--- config.mk ---
export PLATFORM = sky130hd
export DESIGN_NAME = inst_fetch
export DESIGN_NICKNAME = d
export VERILOG_FILES = /design/src/rtl/inst_fetch_pkg.sv /design/src/rtl/fetch_fifo.sv /design/src/rtl/inst_fetch.sv
export SDC_FILE = /design/constraint.sdc
export NUM_CORES = 1
export LEC_CHECK = 0
export BUFFER_PORTS_ARGS = -buffer_cell sky130_fd_sc_hd__buf_2
export CAP_MARGIN = 0
export CORE_MARGIN = 2
export CORE_UTILIZATION = 41
export DETAILED_ROUTE_END_ITERATION = 8
export PLACE_DENSITY_LB_ADDON = 0.1
export SLEW_MARGIN = 20
export SYNTH_ARGS = -nofsm -noshare
export SYNTH_HDL_FRONTEND = slang
export SYNTH_SLANG_ARGS = --single-unit
--- constraint.sdc ---
create_clock -name clk -period 3.3 [get_ports clk]
set_input_delay 0.165 -clock clk [delete_from_list [all_inputs] [get_ports clk]]
set_output_delay 0.165 -clock clk [all_outputs]
set_load 0.05 [all_outputs]
--- src/rtl/inst_fetch_pkg.sv ---
// Shared types and constants for the instruction fetch front end.
package inst_fetch_pkg;

  localparam int unsigned XLEN = 32;
  localparam logic [XLEN-1:0] RESET_PC_DEFAULT = 32'h0000_0000;
  localparam logic [XLEN-1:0] INST_BYTES = 32'd4;

  typedef struct packed {
    logic [XLEN-1:0] pc;
    logic [XLEN-1:0] inst;
  } fetch_entry_t;

  typedef enum logic {
    ST_RESET = 1'b0,
    ST_RUN   = 1'b1
  } fetch_state_e;

  // Clears the byte offset so redirect targets always land on a word.
  function automatic logic [XLEN-1:0] word_align(input logic [XLEN-1:0] addr);
    return addr & ~(XLEN'(3));
  endfunction

endpackage

--- src/rtl/fetch_fifo.sv ---
// Small synchronous buffer of fetched {pc, inst} words; flush wins over push.
module fetch_fifo
  import inst_fetch_pkg::*;
#(
  parameter int unsigned DEPTH = 2,
  localparam int unsigned PTR_W = $clog2(DEPTH),
  localparam int unsigned CNT_W = $clog2(DEPTH) + 1
) (
  input  logic               clk,
  input  logic               rst_n,
  input  logic               push,
  input  logic               pop,
  input  logic               flush,
  input  fetch_entry_t       push_data,
  output logic [CNT_W-1:0]   count,
  output fetch_entry_t       head
);

  fetch_entry_t     mem [DEPTH];
  logic [PTR_W-1:0] wr_ptr;
  logic [PTR_W-1:0] rd_ptr;

  // Storage is reset so the presented pc/inst read as zero out of reset.
  always_ff @(posedge clk or negedge rst_n) begin
    if (!rst_n) begin
      wr_ptr <= '0;
      rd_ptr <= '0;
      count  <= '0;
      mem    <= '{default: '0};
    end else if (flush) begin
      wr_ptr <= '0;
      rd_ptr <= '0;
      count  <= '0;
    end else begin
      if (push) begin
        mem[wr_ptr] <= push_data;
        wr_ptr      <= wr_ptr + PTR_W'(1);
      end
      if (pop) begin
        rd_ptr <= rd_ptr + PTR_W'(1);
      end
      case ({push, pop})
        2'b10:   count <= count + CNT_W'(1);
        2'b01:   count <= count - CNT_W'(1);
        default: count <= count;
      endcase
    end
  end

  assign head = mem[rd_ptr];

endmodule

--- src/rtl/inst_fetch.sv ---
// Fetch front end: issues ROM addresses, tags returning words with their PC,
// buffers them for decode and handles execute redirects.
module inst_fetch
  import inst_fetch_pkg::*;
#(
  parameter logic [31:0] RESET_PC   = RESET_PC_DEFAULT,
  parameter int unsigned FIFO_DEPTH = 2
) (
  input  logic        clk,
  input  logic        rst_n,
  input  logic        redirect_valid,
  input  logic [31:0] redirect_pc,
  output logic [31:0] imem_addr,
  input  logic [31:0] imem_rd_data,
  output logic        out_valid,
  input  logic        out_ready,
  output logic [31:0] out_pc,
  output logic [31:0] out_inst
);

  localparam int unsigned CNT_W = $clog2(FIFO_DEPTH) + 1;
  localparam int unsigned OCC_W = CNT_W + 1;

  fetch_state_e     state_q;
  fetch_state_e     state_d;
  logic [31:0]      fetch_pc;
  logic [31:0]      inflight_pc;
  logic             inflight;
  logic [CNT_W-1:0] count;
  fetch_entry_t     head;
  fetch_entry_t     push_data_c;
  logic             issue_c;
  logic             push_c;
  logic             pop_c;
  logic [OCC_W-1:0] occ_c;

  assign out_valid = (count != '0);
  assign pop_c     = out_valid & out_ready;
  // Slots already claimed once this cycle's pop retires; issuing only below
  // depth guarantees a home for every returning word.
  assign occ_c     = OCC_W'(count) + OCC_W'(inflight) - OCC_W'(pop_c);
  assign push_data_c = '{pc: inflight_pc, inst: imem_rd_data};

  always_comb begin
    state_d   = state_q;
    issue_c   = 1'b0;
    imem_addr = fetch_pc;
    case (state_q)
      ST_RESET: state_d = ST_RUN;
      ST_RUN:   issue_c = (occ_c < OCC_W'(FIFO_DEPTH));
    endcase
    if (redirect_valid) begin
      issue_c   = 1'b1;
      imem_addr = word_align(redirect_pc);
    end
    push_c = inflight & ~redirect_valid;
  end

  always_ff @(posedge clk or negedge rst_n) begin
    if (!rst_n) begin
      state_q     <= ST_RESET;
      fetch_pc    <= RESET_PC;
      inflight    <= 1'b0;
      inflight_pc <= '0;
    end else begin
      state_q <= state_d;
      if (issue_c) begin
        fetch_pc    <= imem_addr + INST_BYTES;
        inflight    <= 1'b1;
        inflight_pc <= imem_addr;
      end else begin
        inflight <= 1'b0;
      end
    end
  end

  fetch_fifo #(
    .DEPTH (FIFO_DEPTH)
  ) u_fifo (
    .clk       (clk),
    .rst_n     (rst_n),
    .push      (push_c),
    .pop       (pop_c),
    .flush     (redirect_valid),
    .push_data (push_data_c),
    .count     (count),
    .head      (head)
  );

  assign out_pc   = head.pc;
  assign out_inst = head.inst;

endmodule
==> results.cfg <==
[power_and_ir_drop]
power.switching_mw = 5.354
clkPwrFrac_pct = 16.9
p_int_mw = 6.727
peakVddDrop_v = 0.0004141
power_density_nw_per_um2 = 1062
total_power_mw = 12.08
swShare_pct = 44.32
p_seq_share_pct = 35.1
p_leak_nw = 5.070
combinationalPowerShare_pct = 48.0

[placed_design]
post-place-ws_ps = 216.8
dp_hpwl_um = 15120
gp_congestion = 0.8104
portBuffers = 162
dp_cells = 1178

[global_routing]
grt_overflow_total = 0
grt_pass1_wl_um = 34880
gr-usage-all-layers_pct = 18.45
grt_pass1_vias = 6696
grt_antenna_before_repair = 3
grt_max_degree = 118

[synthesis]
synth_top_family_by_area = multiplexers
synth_cell_types = 56
syn_inst = 757
synth_edf_count = 0
syn-num-nets = 828
yosys.area_share.simple_pct = 8.954
synthArstFlopShare_pct = 100.0
yosysTopAreaCellShare_pct = 52.62
synth_seq_cells = 196
synthesis.yosys.warnings = 0
synth_xor_area_share_pct = 1.973
synth_top_area_cell = dfrtp_1
syn_area_per_cell_um2 = 12.31
seq_area_frac_synth_pct = 52.62
synthAdderAreaFrac_pct = 0.4833
synth_mux_area_share_pct = 26.76
synth_compound_area_share_pct = 5.907
synth_area_leaders = dfrtp_1, mux2_2, mux2i_1
synth_top_flop_cell = dfrtp_1
yosys-top-cells-count = mux2_2, dfrtp_1, nor2_1
syn_area_um2 = 9320
yosys.cell_count.top_type = mux2_2

[clock_tree]
worstSkewPairLatency_ps = 430
cts_hold_buf = 34
clock_path_buffers = 2
postCtsSetupRepairBufs = 0
cts.sinks = 196
cts_max_level = 4
cts_tree = yes
cts_resized = 0
cts_buffers = 17
cts_root_buf = clkbuf_16
path_clk_slew_ps = 70

[layout]
final_cell_count_no_fill = 1244
drive_gt1_share_pct = 44.36
area_growth_pct = 22.07
nNetsFinal = 1017

[timing]
worst_slew_pin_slew_ps = 985.9
max_freq_ghz = 0.3236
period_needed_ps = 3090
hold_viol = 0
rsz0062_at_grt = false
final.setup.worst_slack_ps = 209.7
finalSetupViolCount = 0
timing.setup.tns_ps = 0
skew_ps = 18.78
min_period_over_period_pct = 93.65
relSlewSlack_pct = 34.11
slew_violations = 0

[routing]
routed_wl_um = 21670
via_per_inst = 5.175
wl_per_cell_um = 17.42
vias = 6438
first_iter_violations = 293
first_pass_iters = 4
ant_nets = 0
drc = 0

[run_status]
status = finished, final reports clean

[floorplanning]
fp-row-count = 55
core-area_um2 = 22500
die_h_um = 154.8
io_pins = 165
initial_core_util_pct = 41.42
die_width_um = 154.8
dieArea_um2 = 23950

[worst_setup_path]
cp_max_fo = 57
path_class = register to register
end_kind = register
critPathRequiredTime_ps = 3610
crit_arrival_ps = 3400
startpoint_type = register
r2r_cells = 12

[job]
maxCapViolCount = 0

[worst_hold_path]
timing.hold.worst_path_depth = 3
hp-class = primary input to register
-- power by group through the flow --
| stage | clock (mW) | sequential (mW) | combinational [mW] |
|---|---|---|---|
| after detailed placement | 0 | 4.30 | 5.82 |
| after global placement | 0 | 4.21 | 5.72 |
| after CTS | 2.11 | 4.26 | 5.88 |
| after floorplan | 0 | 4.03 | 4.72 |
| final | 2.04 | 4.24 | 5.80 |
| after global routing | 2.21 | 4.41 | 6.18 |
-- state kept, by name (all words and copies together), names as in the netlist --
name / cells
inflight: 1
u_fifo.rd_ptr: 1
u_fifo.mem: 128
u_fifo.wr_ptr: 1
state_q: 1
fetch_pc: 32
inflight_pc: 30
u_fifo.count: 2
-- per-stage QoR --
stage               utilization [%]  cell area, um2  hold WS, ps
finish                        50.56           11380        59.29
global route                  50.56           11380        72.67
CTS                           50.55           11370        32.91
detailed placement            46.46           10450        378.0
global placement              46.46           10450        355.1
floorplan                         -            9323       -130.6
-- cell families after synthesis --
| family | Yosys count |
|---|---|
| xor gates and xnor gates | 21 |
| buffers and inverters | 68 |
| and+or+nand+nor | 160 |
| DFF | 196 |
| other | 1 |
| muxes | 224 |
| AOI/OAI and AO/OA | 84 |
| adders and majority gates | 3 |
-- critical path, stage by stage, from the launching register on --
cell	delay, ps
dfrtp_1	460
or2_2	310
nand2_1	140
inv_1	60
ha_1	260
nand2b_1	160
fa_1	400
xnor2_1	150
and3_1	260
nor2_2	70
inv_2	100
buf_12	240
mux2_2	360
-- final cells by class --
type                            instances  area, um2
Antenna cell                            1      2.502
Clock buffer                           18      439.2
Clock inverter                         13      141.4
Fill cell                            2023      11130
Inverter                               24      90.09
Multi-Input combinational cell        493       4121
Sequential cell                       196       4906
Tap cell                              285      356.6
Timing Repair Buffer                  214       1320
-- placed cells by master, fill, tap and decap left out, drive strengths merged, types with 5 or more instances in the layout --
cell         Yosys  layout
nand4            6       6
nor3             8       8
inv             24      30
mux2           201     201
nand2b           5       5
nand2           28      28
xor2             8       8
nor2b            5       5
clkinv           0       6
o21a             9       9
o21ai            6       6
nor2            57      57
clkbuf          16      19
and3             5       5
buf             28     179
dfrtp          196     196
nand3           11      11
and4             6       6
a21oi           36      36
mux2i           23      23
dlygate4sd3      0      34
o31ai           11      11
nor4             6       6
xnor2           13      13
-- final timing paths --
path	from	end	slack [ps]
min	redirect_pc[3]	inflight_pc[3]$_DFFE_PN0P_	60
min in group asynchronous	rst_n	u_fifo.mem[9]$_DFFE_PN0P_	400
max in group asynchronous	rst_n	u_fifo.mem[5]$_DFFE_PN0P_	1980
max reg2reg	u_fifo.count[1]$_DFFE_PN0P_	inflight_pc[12]$_DFFE_PN0P_	210
max	u_fifo.count[1]$_DFFE_PN0P_	inflight_pc[12]$_DFFE_PN0P_	210
min reg2reg	fetch_pc[31]$_DFFE_PN0P_	fetch_pc[31]$_DFFE_PN0P_	490
-- layer usage --
metal | part of all wire [%] | vias to the layer above | track usage [%]
li1 | - | 3070 | -
met2 | 48 | 158 | 31.38
met3 | 5.3 | 20 | 4.903
met4 | 1.1 | 4 | 5.115
met1 | 45 | 3186 | 23.32
met5 | 0.12 | - | 0
Note: power is estimated with default switching activity, not from simulation.
